<file path="config.mk">
export PLATFORM = sky130hd
export DESIGN_NAME = pc_fetch_unit
export DESIGN_NICKNAME = d
export VERILOG_FILES = /design/src/rtl/pc_fetch_unit.sv
export SDC_FILE = /design/constraint.sdc
export NUM_CORES = 1
export LEC_CHECK = 0
export BUFFER_PORTS_ARGS = -buffer_cell sky130_fd_sc_hd__buf_2
export CAP_MARGIN = 10
export CORE_MARGIN = 2
export CORE_UTILIZATION = 50
export CTS_CLUSTER_SIZE = 25
export DETAILED_ROUTE_END_ITERATION = 8
export GPL_ROUTABILITY_DRIVEN = 0
export PLACE_DENSITY = 0.76
export SYNTH_ARGS = -nofsm -noshare
export SYNTH_HDL_FRONTEND = slang
export SYNTH_SLANG_ARGS = --single-unit
</file>
<file path="constraint.sdc">
create_clock -name CLK -period 4.35 [get_ports CLK]
set_input_delay 0.2175 -clock CLK [delete_from_list [all_inputs] [get_ports CLK]]
set_output_delay 0.2175 -clock CLK [all_outputs]
set_load 0.005 [all_outputs]
</file>
<file path="src/rtl/pc_fetch_unit.sv">
// pc_fetch_unit
//   Owns the architectural fetch PC and the instruction fetch path. Word fetches
//   are issued in order to instruction memory, and the returned words are kept in
//   a small FIFO for decode. CurrentPC (the PC of the head instruction) feeds back
//   to the next-PC logic. A Redirect flushes the queue and marks every in-flight
//   fetch as wrong-path. The unit then stays in DRAIN until those responses have
//   come back, and fetch resumes at NextPC after that.
//
// Ports
//   CLK           in   clock, rising edge
//   Reset         in   synchronous, active-high
//   NextPC        in   redirect target, low two bits ignored
//   Redirect      in   flush and resume at NextPC
//   IMemReqValid  out  fetch request valid (credit-limited)
//   IMemReqAddr   out  word-aligned fetch address
//   IMemReqReady  in   memory accepts the request
//   IMemRspValid  in   in-order response valid, never back-pressured
//   IMemRspData   in   instruction word
//   InstValid     out  head of queue valid
//   Instruction   out  head instruction word
//   CurrentPC     out  PC of the head instruction
//   InstReady     in   decode consumes the head
module pc_fetch_unit #(
  parameter logic [63:0] RESET_PC    = 64'h0,
  parameter int          QUEUE_DEPTH = 2
) (
  input  logic        CLK,
  input  logic        Reset,
  input  logic [63:0] NextPC,
  input  logic        Redirect,
  output logic        IMemReqValid,
  output logic [63:0] IMemReqAddr,
  input  logic        IMemReqReady,
  input  logic        IMemRspValid,
  input  logic [31:0] IMemRspData,
  output logic        InstValid,
  output logic [31:0] Instruction,
  output logic [63:0] CurrentPC,
  input  logic        InstReady
);

  localparam int CNT_W = $clog2(QUEUE_DEPTH + 1);
  localparam int PTR_W = (QUEUE_DEPTH > 1) ? $clog2(QUEUE_DEPTH) : 1;
  localparam logic [CNT_W-1:0] CNT_ZERO  = {CNT_W{1'b0}};
  localparam logic [CNT_W-1:0] CNT_ONE   = CNT_W'(1'b1);
  localparam logic [CNT_W:0]   DEPTH_EXT = (CNT_W + 1)'(QUEUE_DEPTH);
  localparam logic [PTR_W-1:0] PTR_ZERO  = {PTR_W{1'b0}};
  localparam logic [PTR_W-1:0] PTR_ONE   = PTR_W'(1'b1);
  localparam logic [PTR_W-1:0] PTR_LAST  = PTR_W'(QUEUE_DEPTH - 1);

  typedef enum logic [0:0] {
    ST_RUN   = 1'b0,
    ST_DRAIN = 1'b1
  } state_t;

  state_t           state_r, state_nxt_s;
  logic [63:0]      fetch_pc_r, fetch_pc_nxt_s;
  logic [63:0]      rsp_pc_r, rsp_pc_nxt_s;     // PC owed to the next kept response
  logic [CNT_W-1:0] outstanding_r, out_nxt_s;
  logic [CNT_W-1:0] drop_cnt_r, drop_nxt_s;
  logic [CNT_W-1:0] count_r, count_nxt_s, remain_s;
  logic [PTR_W-1:0] rd_ptr_r, rd_ptr_nxt_s;
  logic [PTR_W-1:0] wr_ptr_r, wr_ptr_nxt_s;
  logic [31:0]      q_inst_r [QUEUE_DEPTH];
  logic [63:0]      q_pc_r   [QUEUE_DEPTH];
  logic             inst_valid_r, head_valid_nxt_s;
  logic [31:0]      instruction_r, head_inst_nxt_s;
  logic [63:0]      current_pc_r, head_pc_nxt_s;
  logic [63:0]      redirect_pc_s;
  logic             credit_ok_s, req_fire_s, rsp_take_s, push_s, pop_s;

  // Advance a queue pointer with wrap at the queue depth.
  function automatic logic [PTR_W-1:0] ptr_inc(input logic [PTR_W-1:0] p);
    if (p == PTR_LAST) begin
      return PTR_ZERO;
    end else begin
      return p + PTR_ONE;
    end
  endfunction

  // The credit check counts in-flight fetches as occupied slots, so a response always finds room.
  assign credit_ok_s   = ({1'b0, outstanding_r} + {1'b0, count_r}) < DEPTH_EXT;
  assign req_fire_s    = IMemReqValid & IMemReqReady;
  assign rsp_take_s    = IMemRspValid & (outstanding_r != CNT_ZERO);
  assign push_s        = rsp_take_s & (state_r == ST_RUN) & (drop_cnt_r == CNT_ZERO) & ~Redirect;
  assign pop_s         = inst_valid_r & InstReady & ~Redirect;
  assign redirect_pc_s = NextPC & ~64'h3;
  assign IMemReqAddr   = fetch_pc_r;
  assign InstValid     = inst_valid_r;
  assign Instruction   = instruction_r;
  assign CurrentPC     = current_pc_r;

  // FSM state register.
  always_ff @(posedge CLK) begin
    if (Reset) begin
      state_r <= ST_RUN;
    end else begin
      state_r <= state_nxt_s;
    end
  end

  // FSM next state: any Redirect re-evaluates, DRAIN exits once the last wrong-path response is gone.
  always_comb begin
    state_nxt_s = state_r;
    if (Redirect) begin
      state_nxt_s = (drop_nxt_s != CNT_ZERO) ? ST_DRAIN : ST_RUN;
    end else begin
      case (state_r)
        ST_RUN:   state_nxt_s = ST_RUN;
        ST_DRAIN: state_nxt_s = (drop_nxt_s == CNT_ZERO) ? ST_RUN : ST_DRAIN;
        default:  state_nxt_s = ST_RUN;
      endcase
    end
  end

  // FSM output: request only in RUN with a free credit. Reset also blocks it in the reset cycle.
  always_comb begin
    IMemReqValid = 1'b0;
    if (!Reset && (state_r == ST_RUN) && credit_ok_s) begin
      IMemReqValid = 1'b1;
    end else begin
      IMemReqValid = 1'b0;
    end
  end

  // In-flight and drop counters. On a redirect every fetch still owed becomes wrong-path.
  always_comb begin
    out_nxt_s  = outstanding_r;
    drop_nxt_s = drop_cnt_r;
    if (req_fire_s && !rsp_take_s) begin
      out_nxt_s = outstanding_r + CNT_ONE;
    end else if (!req_fire_s && rsp_take_s) begin
      out_nxt_s = outstanding_r - CNT_ONE;
    end else begin
      out_nxt_s = outstanding_r;
    end
    if (Redirect) begin
      drop_nxt_s = out_nxt_s;
    end else if ((state_r == ST_DRAIN) && rsp_take_s && (drop_cnt_r != CNT_ZERO)) begin
      drop_nxt_s = drop_cnt_r - CNT_ONE;
    end else begin
      drop_nxt_s = drop_cnt_r;
    end
  end

  // PC tracking and queue bookkeeping.
  always_comb begin
    fetch_pc_nxt_s = fetch_pc_r;
    rsp_pc_nxt_s   = rsp_pc_r;
    count_nxt_s    = count_r;
    rd_ptr_nxt_s   = rd_ptr_r;
    wr_ptr_nxt_s   = wr_ptr_r;
    remain_s       = count_r - (pop_s ? CNT_ONE : CNT_ZERO);
    if (Redirect) begin
      fetch_pc_nxt_s = redirect_pc_s;
      rsp_pc_nxt_s   = redirect_pc_s;
      count_nxt_s    = CNT_ZERO;
      rd_ptr_nxt_s   = PTR_ZERO;
      wr_ptr_nxt_s   = PTR_ZERO;
    end else begin
      fetch_pc_nxt_s = req_fire_s ? (fetch_pc_r + 64'd4) : fetch_pc_r;
      rsp_pc_nxt_s   = push_s ? (rsp_pc_r + 64'd4) : rsp_pc_r;
      count_nxt_s    = remain_s + (push_s ? CNT_ONE : CNT_ZERO);
      rd_ptr_nxt_s   = pop_s ? ptr_inc(rd_ptr_r) : rd_ptr_r;
      wr_ptr_nxt_s   = push_s ? ptr_inc(wr_ptr_r) : wr_ptr_r;
    end
  end

  // Next head. A word pushed into a queue that is otherwise empty bypasses the array into the head registers.
  always_comb begin
    head_valid_nxt_s = 1'b0;
    head_inst_nxt_s  = 32'h0;
    head_pc_nxt_s    = rsp_pc_nxt_s;
    if (count_nxt_s == CNT_ZERO) begin
      head_valid_nxt_s = 1'b0;
      head_inst_nxt_s  = 32'h0;
      head_pc_nxt_s    = rsp_pc_nxt_s;
    end else if (remain_s == CNT_ZERO) begin
      head_valid_nxt_s = 1'b1;
      head_inst_nxt_s  = IMemRspData;
      head_pc_nxt_s    = rsp_pc_r;
    end else begin
      head_valid_nxt_s = 1'b1;
      head_inst_nxt_s  = q_inst_r[rd_ptr_nxt_s];
      head_pc_nxt_s    = q_pc_r[rd_ptr_nxt_s];
    end
  end

  // Datapath registers, queue storage and registered head outputs.
  always_ff @(posedge CLK) begin
    if (Reset) begin
      fetch_pc_r    <= RESET_PC;
      rsp_pc_r      <= RESET_PC;
      outstanding_r <= CNT_ZERO;
      drop_cnt_r    <= CNT_ZERO;
      count_r       <= CNT_ZERO;
      rd_ptr_r      <= PTR_ZERO;
      wr_ptr_r      <= PTR_ZERO;
      inst_valid_r  <= 1'b0;
      instruction_r <= 32'h0;
      current_pc_r  <= RESET_PC;
      for (int i = 0; i < QUEUE_DEPTH; i++) begin
        q_inst_r[i] <= 32'h0;
        q_pc_r[i]   <= 64'h0;
      end
    end else begin
      fetch_pc_r    <= fetch_pc_nxt_s;
      rsp_pc_r      <= rsp_pc_nxt_s;
      outstanding_r <= out_nxt_s;
      drop_cnt_r    <= drop_nxt_s;
      count_r       <= count_nxt_s;
      rd_ptr_r      <= rd_ptr_nxt_s;
      wr_ptr_r      <= wr_ptr_nxt_s;
      inst_valid_r  <= head_valid_nxt_s;
      instruction_r <= head_inst_nxt_s;
      current_pc_r  <= head_pc_nxt_s;
      if (push_s) begin
        q_inst_r[wr_ptr_r] <= IMemRspData;
        q_pc_r[wr_ptr_r]   <= rsp_pc_r;
      end
    end
  end

endmodule

</file>
==> metrics.yaml, run 1 <==
cts_tree: "yes"
grt_pass1_vias: 15600
fp.coreArea_um2: 38600
tns_ns: 0
synth_area_um2: 19600
clock-root-buffer: "clkbuf_16"
skew_ns: 0.0293
worstSetupStartpointType: "flop"
hpwl_um: 37500
grt_first_pass_wirelength_um: 87700
required_ns: 4.80
htreeDepth: 2
final_layout_size_suffix_gt1_share_pct: 18.2
io_buffers: 259
drt_iter0_markers: 1839
max_slew_margin_pct: 29.3
ant_nets: 0
routedWlPerCell_um: 20.6
cts_resized: 0
synth_cell_types: 86
cts.path.max_buffers: 3
yosysTopAreaCell: "edfxtp_1"
cap_viol_max_count: 0
final_max_slew_viol_count: 0
io_pins: 264
cts_made_buffers: 45
cp.arrival_ns: 4.10
synth_top_area_share_pct: 29.4
min_period_ns: 3.66
num_rows: 72
synth-edff-count: 192
critPathKind: "reg -> reg"
num_vias: 16400
synthCells: 2008
end_kind: "flop"
fin_util_pct: 60.2
crit_fanout: 12
drt_pass1_iterations: 6
syn_to_final_growth_pct: 18.6
status: "completed"
synth.avg_cell_area_um2: 9.77
yosysWarningCount: 0
start_util_pct: 50.8
clkSlewWorstSetupHoldPaths_ns: 0.06
p_leak_uw: 0.00925
layout.nets: 2375
rsz0062_at_grt: "false"
dieArea_um2: 40800
fin_crit_sh_pct: 84.1
clock_latency_ns: 0.59
vdd_drop_max_v: 0.000363
antenna_found_initial: 2
viasPerCell: 5.81
drc: 0
grt_usage_pct: 27.7
setup_viol_count_final: 0
grt_max_degree: 97
synth_ff_type: "dfxtp_1"
seq_area_um2: 10400
cts.sinks: 424
synthTopCellsByArea: "edfxtp_1 (29%), dfxtp_1 (24%), and2_1 (6.5%)"
timing.fmax_ghz: 0.273
finalHoldViolations: 0
overflow: 0
hp-class: "in -> reg"
die_h_um: 202
worst_pin_slew_ns: 1.05
ys_seq_elements: 424
die_x_um: 202
yosysSeqAreaShare_pct: 53.1
drt-total-wl_um: 58000
cellPowerDensity_nw_per_um2: 411
multiInputGateArea_um2: 8350
n_fill_cell: 3155
async_reset_ff_share_pct: 0
==> per-stage QoR <==
| step | hold WS (ns) | std cells | worst slack [ns] | instance area [um2] | power, uW |
|---|---|---|---|---|---|
| 3_3_place_gp | 0.444 | 2680 | 0.952 | 21200 | 5760 |
| 3_5_place_dp | 0.443 | 2680 | 0.896 | 21200 | 5800 |
| 4_1_cts | 0.00873 | 2821 | 0.847 | 23300 | 9590 |
| 6_report | 0.0276 | 2822 | 0.693 | 23300 | 9570 |
| 2_1_floorplan | 0.326 | 2009 | 0.733 | 19600 | 5330 |
| 5_1_grt | 0.0280 | 2821 | 0.621 | 23300 | 9880 |
==> state kept, by name, summed over array words and instances, names as in the netlist, 2 cells and up <==
signal	cells
q_pc_r	128
count_r	2
CurrentPC	64
drop_cnt_r	2
outstanding_r	2
q_inst_r	64
Instruction	32
rsp_pc_r	64
IMemReqAddr	62
==> worst max-delay path: stages (launching register included) <==
cell and delay, ns:
dfxtp_1 0.40, inv_1 0.06, ha_1 0.20, nand4bb_1 0.23
buf_4 0.21, nor2_2 0.28, ha_1 0.31, nand2b_1 0.49
nor2_1 0.93, buf_4 0.31, a21oi_1 0.09
==> layout by cell type, fill, tap and decap left out, drive strengths merged, types with 47 or more instances in the layout <==
cell           n
a31oi         47
nor2         131
a21oi         89
edfxtp       192
nand3         85
dfxtp        232
xor2          52
and2         206
buf          291
xnor2         70
dlygate4sd3   57
inv           72
nand2        256
clkbuf        68
nand4         50
o21ai         88
a21boi        75
==> cell usage after synthesis, types with 4 or more instances <==
master and instances:
edfxtp_1 192, buf_6 5, a311oi_1 8, a31oi_1 47
dfxtp_1 232, buf_4 6, buf_2 20, a21oi_1 88
and4_1 18, nor4_1 10, and3_1 20, nand3_1 82
nand2_1 255, nor3_1 24, o21ai_1 9, xor2_1 52
o21bai_1 5, a21boi_0 32, ha_1 6, a211oi_1 9
inv_1 68, and3_2 5, mux2i_1 10, and2_1 203
o21a_1 16, clkbuf_8 5, buf_1 9, xnor2_1 70
a22o_1 9, a21boi_1 43, o31a_1 6, nand4_1 45
o21ai_0 79, nand4_2 4, a2bb2oi_1 4, clkbuf_1 92
nor2_1 128, a22oi_1 7, nor4_2 10
==> layer usage <==
layer  up-vias  routed length [um]  track usage, %
met1      7882               23400            37.1
met4         2                2040            10.2
met5         -                  13               0
met2       854               26100            43.0
met3       137                6470            7.58
li1       7514                   -               -
==> final timing paths <==
| kind | to | start | slack (ns) | cells past startpoint |
|---|---|---|---|---|
| hold reg to reg | rsp_pc_r[1]$_SDFF_PP0_ | rsp_pc_r[1]$_SDFF_PP0_ | 0.50 | 1 |
| setup reg to reg | CurrentPC[28]$_SDFF_PP0_ | outstanding_r[1]$_SDFF_PP0_ | 0.69 | 10 |
| hold / removal | rsp_pc_r[63]$_SDFF_PP0_ | NextPC[63] | 0.03 | 4 |
| setup / recovery | CurrentPC[28]$_SDFF_PP0_ | outstanding_r[1]$_SDFF_PP0_ | 0.69 | 10 |
==> layout make-up <==
| class | instances | area share [%] |
|---|---|---|
| Tap cell | 518 | 2.79 |
| Antenna cell | 1 | 0.0108 |
| Sequential cell | 424 | 44.8 |
| Inverter | 69 | 1.11 |
| Clock inverter | 16 | 0.425 |
| Timing Repair Buffer | 348 | 9.23 |
| Multi-Input combinational cell | 1378 | 35.9 |
| Clock buffer | 68 | 5.78 |
==> kinds of logic (layout without fill, tap and decap cells) <==
kind of cell	Yosys count	after routing	synth area share, %
multiplexers	12	12	0.625
XOR/XNOR	123	123	5.56
other	1	3	0.0191
AO/OA/AOI/OAI	386	386	12.5
flip-flops	424	424	53.1
adder cells (fa/ha/maj)	7	7	0.485
buffers and inverters	207	501	4.65
AND/OR/NAND/NOR	848	848	23.1
==> power by group <==
group	total [uW]	leakage, uW	switching (uW)	internal, uW
Combinational	1150	0.00463	688	458
Sequential	4640	0.00390	210	4430
Clock	3780	0.000718	1640	2150
==> timing repair <==
item,4_1_cts,5_1_grt
buffers inserted,0,0
endpoints found under the hold margin,127,0
setup endpoints to repair,0,0
hold buffers,57,0
Note: power is estimated with default switching activity, not from simulation.
==> run 2: changes to the inputs <==
--- a/config.mk
+++ b/config.mk
@@ -12,7 +12,7 @@
 export CTS_CLUSTER_SIZE = 25
 export DETAILED_ROUTE_END_ITERATION = 8
 export GPL_ROUTABILITY_DRIVEN = 0
-export PLACE_DENSITY = 0.76
+export PLACE_DENSITY = 0.79
 export SYNTH_ARGS = -nofsm -noshare
 export SYNTH_HDL_FRONTEND = slang
 export SYNTH_SLANG_ARGS = --single-unit
==> constraint.sdc (replaced) <==
create_clock -name CLK -period 3.3 [get_ports CLK]
set_input_delay 0.165 -clock CLK [delete_from_list [all_inputs] [get_ports CLK]]
set_output_delay 0.165 -clock CLK [all_outputs]
set_load 0.005 [all_outputs]
==> metrics.yaml, run 2 (synthesis results as in run 1) <==
status: "completed"
regMostFlops: "q_pc_r"
grt_usage_pct: 28.1  # +0.38 points
drt-total-wl_um: 58800  # +1.3%
cellPowerDensity_nw_per_um2: 543  # +32%
cts_made_buffers: 44  # -2.2%
cap_viol_max_count: 0  # unchanged
num_rows: 72  # unchanged
skew_ns: 0.0205  # -0.00876 ns
hp-class: "in -> reg"
start_util_pct: 50.8  # unchanged
cp.arrival_ns: 3.34  # -0.76 ns
dpl_cell_area_um2: 21400  # +0.64%
io_pins: 264  # unchanged
grt.busiest_layer: "met2"
fin_crit_sh_pct: 87.5  # +3.4 points
layout_commonest_cell: "buf_2"
drc: 0  # unchanged
dp.cells: 2697  # +0.63%
clkSlewWorstSetupHoldPaths_ns: 0.06  # about the same
worst_pin_slew_ns: 0.988  # -0.0626 ns
critPathKind: "reg -> reg"
tns_ns: 0  # unchanged
viasPerCell: 5.84  # +0.51%
met3_usage_pct: 8.06  # +0.48 points
timing.fmax_ghz: 0.346  # +27%
crit_fanout: 9  # -3
max_slew_margin_pct: 34.1  # +4.8 points
crit_end: "IMemReqAddr[44]$_SDFFE_PP0P_"
use_met1_pct: 35.8  # -1.3 points
io_buffers: 259  # unchanged
multiInputGateArea_um2: 8350  # about the same
finalHoldViolations: 0  # unchanged
seq_area_um2: 10400  # unchanged
cts_tree: "yes"
cts.path.max_buffers: 3  # unchanged
die_x_um: 202  # unchanged
largest_reg_flops: 128  # unchanged
min_period_ns: 2.89  # -0.771 ns
rrSetupSlack_ns: 0.41  # -0.28 ns
layout.nets: 2400  # +1.1%
fin_cells: 2844  # +0.78%
grt_pass1_vias: 15900  # +2.1%
dieArea_um2: 40800  # unchanged
hpwl_um: 38600  # +2.8%
rr_endpoint: "IMemReqAddr[44]$_SDFFE_PP0P_"
fp.coreArea_um2: 38600  # unchanged
finalInstanceArea_um2: 23500  # +1.1%
routedWlPerCell_um: 20.7  # +0.49%
antenna_found_initial: 3  # +1
whs_path_depth: 4  # unchanged
vdd_drop_max_v: 0.000362  # -0.34%
grt_max_degree: 97  # unchanged
required_ns: 3.75  # -1.05 ns
rsz0062_at_grt: "false"
overflow: 0  # unchanged
final_cell_mix: "buf_2 (258), nand2_1 (254), dfxtp_1 (232), and2_1 (203), edfxtp_1 (192)"
htreeDepth: 2  # unchanged
end_kind: "flop"
fin_util_pct: 60.8  # +0.65 points
drt_pass1_iterations: 5  # -1
startpoint: "outstanding_r[0]$_SDFF_PP0_"
cts.sinks: 424  # unchanged
die_h_um: 202  # unchanged
n_fill_cell: 3090  # -2.1%
clock_latency_ns: 0.58  # about the same
postCtsSetupBuffers: 0  # unchanged
clock-root-buffer: "clkbuf_16"
worstSetupStartpointType: "flop"
p_leak_uw: 0.00939  # +1.5%
syn_to_final_growth_pct: 19.8
ant_nets: 0  # unchanged
grt_first_pass_wirelength_um: 88900  # +1.4%
grt.met2_usage_pct: 44.1  # +1.1 points
r2r_start: "outstanding_r[0]$_SDFF_PP0_"
setup_viol_count_final: 0  # unchanged
r2r_cells: 9  # -1
drt_iter0_markers: 1824  # -0.82%
final_max_slew_viol_count: 0  # unchanged
num_vias: 16600  # +1.3%
final_layout_size_suffix_gt1_share_pct: 18.7  # +0.56 points
[run 2: worst max-delay path, stage by stage, from the launching register on]
cell and delay [ns]:
dfxtp_1 0.35, inv_1 0.07, nor2_1 0.13, fa_1 0.49, nor4_2 0.41, and3_1 0.48
nand3_2 0.28, nor4_1 0.31, xnor2_1 0.16, a21boi_1 0.08
[run 2: through the flow]
step	total power (uW)	hold slack, ns	setup slack (ns)
after floorplan	7030	0.274	0.0926
after global placement	7610	0.397	0.550
after detailed placement	7680	0.418	0.477
after CTS	12800	0.00558	0.467
after global routing	13200	0.0413	0.270
final	12800	0.0308	0.414
[run 2: cell type report]
| type | instances | share of cell area [%] |
|---|---|---|
| inverters | 69 | 1.10 |
| flip-flops and latches | 424 | 44.3 |
| clock buffers | 57 | 5.28 |
| clock inverters | 23 | 0.958 |
| diodes | 1 | 0.0106 |
| well taps | 518 | 2.76 |
| multi-input cells | 1378 | 35.5 |
| repair buffers | 374 | 10.1 |
[run 2: layer usage]
metal / routed length [um] / share of wire [%]
met1: 22900 / 39
met3: 6740 / 11
met2: 26400 / 45
met5: 26 / 0.044
met4: 2690 / 4.6
[run 2: timing repair]
action,4_1_cts,5_1_grt
gates resized for setup,0,0
endpoints found under the hold margin,146,0
hold buffers,66,0
[run 2: how the worst min path moves through the flow]
stage / from / end / slack, ns
global route: NextPC[10] / rsp_pc_r[10]$_SDFF_PP0_ / 0.04
detailed placement: NextPC[19] / IMemReqAddr[19]$_SDFFE_PP0P_ / 0.42
floorplan: NextPC[16] / IMemReqAddr[16]$_SDFFE_PP0P_ / 0.27
finish: NextPC[10] / rsp_pc_r[10]$_SDFF_PP0_ / 0.03
CTS: NextPC[10] / rsp_pc_r[10]$_SDFF_PP0_ / 0.006
global placement: NextPC[19] / IMemReqAddr[19]$_SDFFE_PP0P_ / 0.40
[run 2: where the power goes]
part / internal [uW] / switching (uW) / total, uW
clock network: 2980 / 2130 / 5100
logic: 630 / 920 / 1550
registers: 5840 / 281 / 6120
total: 9450 / 3330 / 12800
==> run 3: changes to the inputs <==
--- a/config.mk
+++ b/config.mk
@@ -9,6 +9,7 @@
 export CAP_MARGIN = 10
 export CORE_MARGIN = 2
 export CORE_UTILIZATION = 50
+export CTS_BUF_LIST = sky130_fd_sc_hd__clkbuf_8
 export CTS_CLUSTER_SIZE = 25
 export DETAILED_ROUTE_END_ITERATION = 8
 export GPL_ROUTABILITY_DRIVEN = 0
==> constraint.sdc (replaced) <==
create_clock -name CLK -period 3.3 [get_ports CLK]
set_input_delay 0.165 -clock CLK [delete_from_list [all_inputs] [get_ports CLK]]
set_output_delay 0.165 -clock CLK [all_outputs]
set_load 0.1 [all_outputs]
==> metrics.yaml, run 3 (synthesis results as in run 1) <==
dieArea_um2: 40800  # unchanged
hp-class: "in -> reg"
worstSetupStartpointType: "flop"
num_rows: 72  # unchanged
skew_ns: 0.0350  # +0.0145 ns
num_vias: 16900  # +2.1%
layout_commonest_cell: "buf_2"
final_layout_size_suffix_gt1_share_pct: 19.9  # +1.2 points
htreeDepth: 3  # +1
start_util_pct: 50.8  # unchanged
crit_end: "CurrentPC[42]$_SDFF_PP0_"
largest_reg_flops: 128  # unchanged
r2r_start: "outstanding_r[1]$_SDFF_PP0_"
clock_latency_ns: 0.64  # +0.06 ns
timing.fmax_ghz: 0.343  # -1.1%
layout.nets: 2455  # +2.3%
io_pins: 264  # unchanged
clkSlewWorstSetupHoldPaths_ns: 0.06  # about the same
regMostFlops: "q_pc_r"
cts_made_buffers: 72  # +64%
holdWs_ns: 0.0198  # -0.0110 ns
cellPowerDensity_nw_per_um2: 571  # +5.1%
die_x_um: 202  # unchanged
cts.path.max_buffers: 3  # unchanged
grt_usage_pct: 28.9  # +0.83 points
n_fill_cell: 3065  # -0.81%
crit_fanout: 7  # -2
min_period_ns: 2.92  # +0.0334 ns
cp.arrival_ns: 3.42  # +0.08 ns
postCtsSetupBuffers: 0  # unchanged
p_seq_share_pct: 45.0  # -2.9 points
grt_first_pass_wirelength_um: 91800  # +3.2%
fin_crit_sh_pct: 88.5  # +1.0 points
drt_pass1_iterations: 9  # +4
grt_max_degree: 97  # unchanged
switching_share_pct: 33.1  # +7.1 points
pwr-share-comb_pct: 20.0  # +7.9 points
cts.sinks: 424  # unchanged
fin_util_pct: 61.6  # +0.80 points
vdd_drop_max_v: 0.000356  # -1.7%
p_sw_uw: 4510  # +35%
die_h_um: 202  # unchanged
clock-root-buffer: "clkbuf_8"
critPathKind: "reg -> reg"
dp.cells: 2702  # +0.19%
io_buffers: 259  # unchanged
antenna_found_initial: 2  # -1
finalInstanceArea_um2: 23800  # +1.3%
rsz0062_at_grt: "false"
worst_pin_slew_ns: 1.02  # +0.0321 ns
ant_nets: 0  # unchanged
grt_pass1_vias: 16400  # +3.0%
cts_tree: "yes"
r2r_cells: 11  # +2
setup_viol_count_final: 0  # unchanged
overflow: 0  # unchanged
status: "completed"
hpwl_um: 38400  # -0.44%
max_slew_margin_pct: 32.0  # -2.1 points
rr_endpoint: "CurrentPC[42]$_SDFF_PP0_"
drt_iter0_markers: 2010  # +10%
drc: 0  # unchanged
viasPerCell: 5.80  # -0.70%
p_int_uw: 9090  # -3.7%
syn_to_final_growth_pct: 21.4
hold_buffers: 88  # +33%
fin_cells: 2924  # +2.8%
dpl_cell_area_um2: 21500  # +0.45%
final_max_slew_viol_count: 0  # unchanged
cts_resized: 0  # unchanged
p_leak_uw: 0.00963  # +2.6%
rrSetupSlack_ns: 0.38  # -0.03 ns
end_kind: "flop"
final_cell_mix: "buf_2 (258), nand2_1 (254), dfxtp_1 (230), and2_1 (203), edfxtp_1 (192)"
p_clk_share_pct: 35.0  # -4.9 points
fp.coreArea_um2: 38600  # unchanged
finalHoldViolations: 0  # unchanged
cap_viol_max_count: 0  # unchanged
startpoint: "outstanding_r[1]$_SDFF_PP0_"
required_ns: 3.80  # +0.05 ns
routedWlPerCell_um: 20.5  # -0.92%
drt-total-wl_um: 59900  # +1.9%
## run 3: changes by cell type in the layout (fill, tap and decap cells not counted), sizes merged, moves of 2 or more
cell	change
dlygate4sd3	+22
buf	+5
clkinvlp	+2
clkinv	-5
clkbuf	+31
inv	+26
bufinv	-2
## run 3: worst min-delay path by stage
stage                                   end  cells past startpoint        from  slack [ns]
2_1_floorplan  IMemReqAddr[16]$_SDFFE_PP0P_                      2  NextPC[16]        0.27
3_3_place_gp        rsp_pc_r[26]$_SDFF_PP0_                      3  NextPC[26]        0.38
3_5_place_dp        rsp_pc_r[26]$_SDFF_PP0_                      3  NextPC[26]        0.43
4_1_cts        IMemReqAddr[40]$_SDFFE_PP0P_                      4  NextPC[40]       0.005
5_1_grt             rsp_pc_r[15]$_SDFF_PP0_                      4  NextPC[15]        0.03
6_report            rsp_pc_r[15]$_SDFF_PP0_                      4  NextPC[15]        0.02
## run 3: worst max-delay path, cell delays in order, from the launching register on
cell	delay, ns
dfxtp_1	0.39
inv_1	0.06
ha_1	0.20
nand4bb_1	0.26
nor2_2	0.17
ha_1	0.17
xnor3_1	0.26
nor2b_1	0.23
a21oi_2	0.50
mux2i_1	0.28
mux2i_1	0.10
a22o_1	0.19
## run 3: area by class of cell
class | count | area, um2 | share of cell area (%)
Antenna cell | 2 | 5.00 | 0.0210
Clock inverter | 44 | 245 | 1.03
Tap cell | 518 | 648 | 2.72
Clock buffer | 88 | 1210 | 5.08
Inverter | 69 | 259 | 1.09
Multi-Input combinational cell | 1378 | 8370 | 35.1
Timing Repair Buffer | 401 | 2670 | 11.2
Sequential cell | 424 | 10400 | 43.7
## run 3: metrics by stage
step | setup WS (ns) | TNS [ns] | power, uW
floorplan | -0.104 | -0.474 | 8130
global route | 0.218 | 0 | 14000
global placement | 0.585 | 0 | 8740
detailed placement | 0.468 | 0 | 8810
CTS | 0.422 | 0 | 13600
finish | 0.380 | 0 | 13600
## run 3: power by group through the flow
| stage | logic [uW] | registers, uW | clock network (uW) |
|---|---|---|---|
| detailed placement | 2590 | 6220 | 0 |
| global route | 2840 | 6160 | 5040 |
| finish | 2710 | 6120 | 4760 |
| global placement | 2540 | 6200 | 0 |
| CTS | 2680 | 6110 | 4790 |
| floorplan | 939 | 7190 | 0 |
## run 3: per-layer routing
layer | routed length [um] | share of wire (%) | vias up | GRT usage (%)
met2 | 27000 | 45 | 1038 | 45.3
met1 | 23500 | 39 | 8040 | 37.5
met5 | 26 | 0.043 | - | 0
met4 | 2520 | 4.2 | 4 | 13.6
met3 | 6780 | 11 | 188 | 7.37
li1 | - | - | 7679 | -
